[src/rtl/lab5_pkg.sv]
// Shared widths and FSM encoding for the two-port RAM arbiter.
package lab5_pkg;
    localparam int DATA_W = 8;
    localparam int ADDR_W = 6;

    typedef enum logic [1:0] {IDLE, ISSUE, WAIT, DONE} state_t;
endpackage

[src/rtl/lab5_ram_arbiter_if.sv]
// Requester-side bus for the RAM arbiter: two request ports and the shared read-data return.
interface lab5_ram_arbiter_if;
    import lab5_pkg::*;

    // reqN is the valid. Once raised, the requester holds reqN, weN, addrN and wdataN
    // stable until it sees doneN. doneN is a one-cycle acknowledge, and rdata is valid
    // only in that cycle. The requester drops reqN at the edge that samples doneN.
    logic              req0;
    logic              req1;
    logic              we0;
    logic              we1;
    logic [ADDR_W-1:0] addr0;
    logic [ADDR_W-1:0] addr1;
    logic [DATA_W-1:0] wdata0;
    logic [DATA_W-1:0] wdata1;
    logic              done0;
    logic              done1;
    logic [DATA_W-1:0] rdata;

    modport master (
        output req0, req1, we0, we1, addr0, addr1, wdata0, wdata1,
        input  done0, done1, rdata
    );

    modport slave (
        input  req0, req1, we0, we1, addr0, addr1, wdata0, wdata1,
        output done0, done1, rdata
    );
endinterface

[src/rtl/lab5_rr_pick.sv]
// Combinational two-way round-robin pick: a lone request always wins, a tie goes to ptr.
module lab5_rr_pick (
    input  logic [1:0] req,
    input  logic       ptr,
    output logic       grant,
    output logic       valid
);
    always_comb begin
        valid = |req;
        grant = 1'b0;
        if (req == 2'b11) begin
            grant = ptr;
        end else if (req[1]) begin
            grant = 1'b1;
        end
    end
endmodule

[src/rtl/lab5_ram_arbiter.sv]
// Round-robin sequencer for a single-port 64x8 synchronous RAM shared by two requesters.
// Each access occupies IDLE -> ISSUE -> WAIT -> DONE, so one access completes every 4 cycles.
module lab5_ram_arbiter
    import lab5_pkg::*;
(
    input  logic                clk,
    input  logic                rst,
    lab5_ram_arbiter_if.slave   bus,
    output logic                busy,
    output logic [DATA_W-1:0]   ram_in,
    output logic [ADDR_W-1:0]   ram_addr,
    output logic                ram_cs,
    output logic                ram_write,
    input  logic [DATA_W-1:0]   ram_out,
    output state_t              state
);
    logic              pick_grant;
    logic              pick_valid;
    logic              grant;
    logic              rr_ptr;
    logic              sel_we;
    logic [ADDR_W-1:0] sel_addr;
    logic [DATA_W-1:0] sel_wdata;

    lab5_rr_pick u_pick (
        .req   ({bus.req1, bus.req0}),
        .ptr   (rr_ptr),
        .grant (pick_grant),
        .valid (pick_valid)
    );

    always_comb begin
        sel_we    = pick_grant ? bus.we1    : bus.we0;
        sel_addr  = pick_grant ? bus.addr1  : bus.addr0;
        sel_wdata = pick_grant ? bus.wdata1 : bus.wdata0;
    end

    always_ff @(posedge clk) begin
        if (rst) begin
            state     <= IDLE;
            busy      <= 1'b0;
            ram_cs    <= 1'b0;
            ram_write <= 1'b0;
            ram_addr  <= '0;
            ram_in    <= '0;
            bus.done0 <= 1'b0;
            bus.done1 <= 1'b0;
            bus.rdata <= '0;
            rr_ptr    <= 1'b0;
            grant     <= 1'b0;
        end else begin
            case (state)
                IDLE: begin
                    if (pick_valid) begin
                        ram_cs    <= 1'b1;
                        ram_write <= sel_we;
                        ram_addr  <= sel_addr;
                        ram_in    <= sel_we ? sel_wdata : '0;
                        grant     <= pick_grant;
                        busy      <= 1'b1;
                        state     <= ISSUE;
                    end
                end
                ISSUE: begin
                    // The RAM samples cs/write at this edge; drop them so it stays idle afterwards.
                    ram_cs    <= 1'b0;
                    ram_write <= 1'b0;
                    state     <= WAIT;
                end
                WAIT: begin
                    bus.rdata <= ram_out;
                    if (grant) begin
                        bus.done1 <= 1'b1;
                    end else begin
                        bus.done0 <= 1'b1;
                    end
                    // Favour the port that was just not served, so contention alternates.
                    rr_ptr <= ~grant;
                    state  <= DONE;
                end
                DONE: begin
                    bus.done0 <= 1'b0;
                    bus.done1 <= 1'b0;
                    busy      <= 1'b0;
                    state     <= IDLE;
                end
                default: state <= IDLE;
            endcase
        end
    end
endmodule
[src/flat_wrapper.sv]
// flat-port wrapper written by rule: the top's interface ports become plain ports
module lab5_ram_arbiter_flat import lab5_pkg::*;
  (clk, rst, busy, ram_in, ram_addr, ram_cs, ram_write, ram_out, state, bus_req0, bus_req1, bus_we0, bus_we1, bus_addr0, bus_addr1, bus_wdata0, bus_wdata1, bus_done0, bus_done1, bus_rdata);
  lab5_ram_arbiter_if bus_i ();
  input  logic clk;
  input  logic rst;
  output logic busy;
  output logic [DATA_W-1:0] ram_in;
  output logic [ADDR_W-1:0] ram_addr;
  output logic ram_cs;
  output logic ram_write;
  input  logic [DATA_W-1:0] ram_out;
  output state_t state;
  input wire logic [$bits(bus_i.req0)-1:0] bus_req0;
  input wire logic [$bits(bus_i.req1)-1:0] bus_req1;
  input wire logic [$bits(bus_i.we0)-1:0] bus_we0;
  input wire logic [$bits(bus_i.we1)-1:0] bus_we1;
  input wire logic [$bits(bus_i.addr0)-1:0] bus_addr0;
  input wire logic [$bits(bus_i.addr1)-1:0] bus_addr1;
  input wire logic [$bits(bus_i.wdata0)-1:0] bus_wdata0;
  input wire logic [$bits(bus_i.wdata1)-1:0] bus_wdata1;
  output wire logic [$bits(bus_i.done0)-1:0] bus_done0;
  output wire logic [$bits(bus_i.done1)-1:0] bus_done1;
  output wire logic [$bits(bus_i.rdata)-1:0] bus_rdata;
  assign bus_i.req0 = bus_req0;
  assign bus_i.req1 = bus_req1;
  assign bus_i.we0 = bus_we0;
  assign bus_i.we1 = bus_we1;
  assign bus_i.addr0 = bus_addr0;
  assign bus_i.addr1 = bus_addr1;
  assign bus_i.wdata0 = bus_wdata0;
  assign bus_i.wdata1 = bus_wdata1;
  assign bus_done0 = bus_i.done0;
  assign bus_done1 = bus_i.done1;
  assign bus_rdata = bus_i.rdata;
  lab5_ram_arbiter u_core (.clk(clk), .rst(rst), .bus(bus_i), .busy(busy), .ram_in(ram_in), .ram_addr(ram_addr), .ram_cs(ram_cs), .ram_write(ram_write), .ram_out(ram_out), .state(state));
endmodule
[config.mk]
export PLATFORM = sky130hd
export DESIGN_NAME = lab5_ram_arbiter_flat
export DESIGN_NICKNAME = d
export VERILOG_FILES = /design/src/rtl/lab5_pkg.sv /design/src/rtl/lab5_ram_arbiter_if.sv /design/src/rtl/lab5_rr_pick.sv /design/src/rtl/lab5_ram_arbiter.sv /design/src/flat_wrapper.sv
export SDC_FILE = /design/constraint.sdc
export NUM_CORES = 1
export LEC_CHECK = 0
export CAP_MARGIN = 20
export CORE_MARGIN = 4
export CORE_UTILIZATION = 43
export DETAILED_ROUTE_END_ITERATION = 10
export MAX_ROUTING_LAYER = met4
export PLACE_DENSITY = 0.85
export SLEW_MARGIN = 0
export SYNTH_ARGS = -nofsm -noshare
export SYNTH_HDL_FRONTEND = slang
export SYNTH_SLANG_ARGS = --single-unit
[constraint.sdc]
create_clock -name clk -period 2.2 [get_ports clk]
set_input_delay 0.22 -clock clk [delete_from_list [all_inputs] [get_ports clk]]
set_output_delay 0.22 -clock clk [all_outputs]
set_load 0.03 [all_outputs]
==> metrics.txt, run 1 <==
critical path class=register to primary output; Mapped Cells=155; Row Count=20; r2r startpoint=u_core.state[0]$_SDFFE_PP0P_; nets=275; Synth cell types=29; hold_ws=between 0.4 and 0.5 ns; post_cts resized=0; Hold Crit Class=input port to register; Avg Inst Size Synth=approximately 9.2 sq um; Layout area overhead=54.4%; number of synthesized flops with an enable pin=0; Synth Net Count=about 200; endpoints failing setup=0; first drt pass iteration count=4; synth cell count leaders=dfxtp_1 (31), nor2_1 (24), mux2i_1 (16), nand2_1 (14), nand3b_1 (9); Leak Pwr=0.854 nW; core box area=3100 sq um; Reg2Reg Depth=6; Synth Cell Area=approximately 1400 sq um; worst slew pin tran=~0.62 ns; placed instance count=265; Pwr Total=2.12 mW; Worst VDD drop=between 0.5 and 0.6 mV; Max stage delay on crit path=0.71 ns; Clock Sinks=31; CP bufs+invs=1; top-count cell post-synth=dfxtp_1; Final min period=1.68 ns; post-route cell area=2200 sq um; GRT overflow=0; Adder-Cell Fraction of Synth Area=0.0439; post-layout util=0.709; DR vias=1366; GP Congestion=0.762; Worst Hold Path Cells=3; min-delay src=bus_addr0[2]; antenna violations before repair=0; slowest CP cell=clkdlybuf4s50_1; Slew headroom=0.584; initial drt markers=between 70 and 80; CP top delay family=buffers and inverters; #FFs+latches synth=31; worst-path fanout max=5; Die Ht=65.6 um; CP Launch Type=register; hpwl dp=3.00 mm; WP depth=1; multiplexer area fraction after synthesis=0.112; status=completed; Post-Layout Cell Count=273; chip width=65.6 um; Data required, critical path=around 2 ns; WL final=3.78 mm; I/O pin count=between 70 and 80; ANT cells=0; port bufs=70; area share of the largest cell type after synthesis=0.435; post-route worst setup slack=between 0.5 and 0.6 ns; CTS tree=yes; Hold EP=u_core.ram_addr[2]$_SDFFE_PP0P_; top post-synthesis cells by area=dfxtp_1 (44%), mux2i_1 (11%), nor2_1 (6.3%); Seq/Total Area, Yosys=0.435; H-tree depth=2; WP data arrival=approximately 1.5 ns; ys flop type=dfxtp_1; DR vias/cell=5.00; post-CTS setup buffer count=0; clk root buf=clkbuf_4; cts hold-fix bufs=0; YS warnings=0; Area after DPL=~2100 sq um; pre-CTS setup slack=~0.34 ns; setup TNS=0 ns; vias in the first global route=1372; xor and xnor area share after synthesis=0; largest family of logic cells by synthesized area=simple AND/OR/NAND/NOR gates; die area=roughly 4300 sq um; latest clock arrival within the worst-skew pair=0.33 ns; Post-DRT Antenna Nets=0; CTS Buf Count=5; Remaining DRCs=0; first-pass GRT wire length=roughly 6.2 mm; Compound-Gate Fraction of Synth Area=0.126; final hold viol count=0; Wirelength per Cell=13.9 um; largest area contributor in the netlist=dfxtp_1; Initial Utilization=0.459; Tcrit/Tclk final=0.764; RSZ-0062 raised after global routing=no; simple-gate share of the synthesized area=0.225; max cap viols=0; largest net degree at the start of global routing=20; FF-to-FF End=u_core.ram_write$_SDFFE_PP0P_; fmax=595 MHz; worst-path cell chain=clkdlybuf4s50_1; maximum buffer depth of the clock tree=2; clock slew at reported path FFs=around 0.09 ns; ys async rst share=0; ratio of cells with drive above 1 in the final layout=0.0655; total track usage=0.194; fin. max-slew vios=0; P per Cell Area=962 nW/um^2; Crit. End Element=primary output; R2R Setup Slk=0.60 ns; skew final=0.00615 ns
## state kept, by name, indices dropped and copies added (netlist names)
name,count
u_core.bus.done1,1
u_core.bus.done0,1
u_core.grant,1
u_core.ram_cs,1
u_core.bus.rdata,8
u_core.busy,1
u_core.ram_in,8
u_core.rr_ptr,1
u_core.ram_write,1
u_core.ram_addr,6
u_core.state,2
## final cells by class
| cell class | count | area [sq um] |
|---|---|---|
| fillers | 261 | 902 |
| repair buffers | 75 | 738 |
| multi-input cells | 112 | 722 |
| flip-flops and latches | 31 | 621 |
| well taps | 44 | 55.1 |
| clock buffers | 6 | 41.3 |
| clock inverters | 2 | 12.5 |
| inverters | 3 | 11.3 |
## where the power goes
part / internal (mW) / switching (mW)
Combinational: 0.457 / 0.579
Clock: 0.123 / 0.194
Sequential: 0.687 / 0.0781
## per-layer routing
metal,vias up,track usage,part of all wire
met2,52,0.320,0.50
met3,9,0.0359,0.064
met1,616,0.222,0.42
met4,0,0.109,0.022
met5,-,-,0
li1,689,-,-
## logic make-up after synthesis
logic type / after synthesis
DFF: 31
buffers and inverters: 12
and+or+nand+nor: 63
muxes: 16
adders and majority gates: 5
AOI/OAI and AO/OA: 28
## worst max path at each step
stage	startpoint	end	slack (ns)
2_1_floorplan	u_core.state[0]$_SDFFE_PP0P_	u_core.ram_cs$_SDFFE_PP0P_	0.61
3_3_place_gp	bus_req0	u_core.ram_in[7]$_SDFFE_PP0P_	0.41
3_5_place_dp	bus_req0	u_core.ram_in[7]$_SDFFE_PP0P_	0.34
4_1_cts	u_core.state[1]$_SDFFE_PP0P_	state[1]	0.49
5_1_grt	u_core.state[0]$_SDFFE_PP0P_	u_core.state[0]$_SDFFE_PP0P_	0.43
6_report	u_core.state[1]$_SDFFE_PP0P_	state[1]	0.52
## placed cells by master (no fill, tap or decap), types with 2 or more instances in the layout
cell	instances
mux2i_1	16
nor2_1	24
nand2_1	14
buf_4	5
a21oi_1	6
dfxtp_1	31
o21ai_1	8
inv_1	3
o21ai_0	3
nand2b_1	2
clkbuf_4	5
nor3_1	2
nand3b_1	9
nand3_1	7
a311oi_1	6
ha_1	5
clkdlybuf4s50_1	70
(Power assumes the default switching activity.)
==> inputs of run 2 (changes only) <==
CORE_UTILIZATION = 36   (was 43)
PLACE_DENSITY = 0.76   (was 0.85)
clock period = 1.4 ns   (was 2.2 ns; I/O delays follow)
==> metrics.txt, run 2 (same netlist as run 1, synthesis figures left out) <==
status=completed; WP data arrival=1.49 ns (+0.03 ns); port bufs=70 (unchanged); ratio of cells with drive above 1 in the final layout=0.157 (+0.0915); Post-DRT Antenna Nets=0 (unchanged); GP Congestion=0.812 (+6.5%); P_sw=1.41 mW (+65%); critical path class=register to register; H-tree depth=2 (unchanged); final hold viol count=0 (unchanged); largest registers=u_core.bus.rdata x8, u_core.ram_in x8, u_core.ram_addr x6; antenna violations before repair=0 (unchanged); worst slew pin tran=0.346 ns (-0.277 ns); initial drt markers=65 (-14%); fmax=765 MHz; Tcrit/Tclk final=0.934; hpwl dp=2.77 mm (-7.6%); GRT overflow=0 (unchanged); Worst VDD drop=0.715 mV (+23%); Slew headroom=0.770 (+0.186); DR top layer=met4; die area=5030 sq um (+17%); Crit. End Element=register; worst-path fanout max=5 (unchanged); CP Launch Type=register; clk root buf=clkbuf_8; CTS Buf Count=5 (unchanged); post-route worst setup slack=0.0921 ns (-0.427 ns); largest net degree at the start of global routing=18 (-10%); endpoints failing setup=0 (unchanged); skew final=0.00195 ns (-0.00420 ns); min-delay src=bus_addr0[4]; chip width=70.9 um (+8.2%); Layout area overhead=66.5%; P per Cell Area=1570 nW/um^2 (+63%); Leak Pwr=1.07 nW (+25%); FF+latch area=628 sq um (+1.2%); DR vias=1386 (+1.5%); Pwr Total=3.71 mW (+75%); Clock Sinks=31 (unchanged); WL met1=1.60 mm (+1.8%); CTS tree=yes; hold_ws=0.439 ns (-0.0368 ns); Post-Layout Cell Count=290 (+6.2%); most frequent cells in the layout=clkdlybuf4s50_1 (41), dlygate4sd2_1 (29), dfxtp_1 (29); post-route cell area=2370 sq um (+7.8%); power share of the combinational group=0.470 (-0.019); Filler cells=346 (+33%); RSZ-0062 raised after global routing=no; Row Count=22 (+10%); vias in the first global route=1278 (-6.9%); nets=288 (+4.7%); DR vias/cell=4.78 (-4.5%); latest clock arrival within the worst-skew pair=0.28 ns (-0.05 ns); fin. max-slew vios=0 (unchanged); first drt pass iteration count=4 (unchanged); clock slew at reported path FFs=0.06 ns (-0.03 ns); Wirelength per Cell=12.8 um (-7.5%); area of the multi-input gates=758 sq um (+5.0%); first-pass GRT wire length=5.78 mm (-6.9%); commonest non-fill, non-tap cell in the layout=clkdlybuf4s50_1; total track usage=0.150 (-0.0445); Remaining DRCs=0 (unchanged); post-layout util=0.634 (-0.0756); Area after DPL=2250 sq um (+4.9%); Data required, critical path=1.58 ns (-0.40 ns); Hold Crit Class=input port to register; setup TNS=0 ns (unchanged); Pint=2.30 mW (+82%); wire length on met2=1.72 mm (-8.6%); R2R Setup Slk=0.09 ns (-0.51 ns); r2r startpoint=u_core.state[0]$_SDFFE_PP0P_; Final min period=about 1.3 ns; pre-CTS setup slack=-0.156 ns (-0.491 ns); Initial Utilization=0.381 (-0.0786); Switching Fraction=0.379 (-0.0226); max cap viols=0 (unchanged); Reg2Reg Depth=6 (unchanged); maximum buffer depth of the clock tree=2 (unchanged); Worst setup startpoint=u_core.state[0]$_SDFFE_PP0P_; Worst Hold Path Cells=3 (unchanged); metal3 WL=326 um (+34%); I/O pin count=71 (unchanged); cts hold-fix bufs=0 (unchanged); ANT cells=0 (unchanged); clock group share of total power=0.207 (+0.057); WL final=3.72 mm (-1.8%); core box area=3740 sq um (+21%); Flop pwr share=0.324 (-0.037); placed instance count=279 (+5.3%); Die Ht=70.9 um (+8.2%)
==> run 2: power by group through the flow <==
stage / sequential [mW] / combinational, mW / clock (mW)
after floorplan: 1.58 / 0.681 / 0
after global placement: 1.21 / 1.74 / 0
after detailed placement: 1.22 / 1.76 / 0
after CTS: 1.20 / 1.70 / 0.793
after global routing: 1.23 / 1.89 / 0.822
final: 1.20 / 1.74 / 0.767
==> run 2: path summary, 6_finish.rpt <==
| kind | to |
|---|---|
| setup reg to reg | u_core.ram_write$_SDFFE_PP0P_ |
| setup / recovery | u_core.ram_write$_SDFFE_PP0P_ |
| hold reg to reg | u_core.ram_in[1]$_SDFFE_PP0P_ |
| hold / removal | u_core.ram_addr[4]$_SDFFE_PP0P_ |
==> run 2: area by class of cell <==
cell class | count | area share
Inverter | 3 | 0.00686
Clock buffer | 8 | 0.0422
Sequential cell | 31 | 0.265
Tap cell | 48 | 0.0253
Multi-Input combinational cell | 112 | 0.320
Timing Repair Buffer | 88 | 0.341
==> run 2: layer usage <==
metal	up-vias	GRT usage
li1	709	-
met1	614	0.171
met2	56	0.230
met3	7	0.0568
met4	0	0.0731
met5	-	-
==> run 2: critical path, cell delays in order (launching register included) <==
cell and delay [ns]:
dfxtp_4 0.35, inv_4 0.07, ha_4 0.15, or3b_4 0.40, o21ai_0 0.09, nand3b_1 0.09
o41ai_1 0.06
==> run 2: repair_timing <==
item                       in CTS  in global routing
setup buffers                   1                  1
gates resized for setup        33                  6
pin swaps                       0                  2
gates cloned                    1                  0
setup endpoints to repair      30                 11
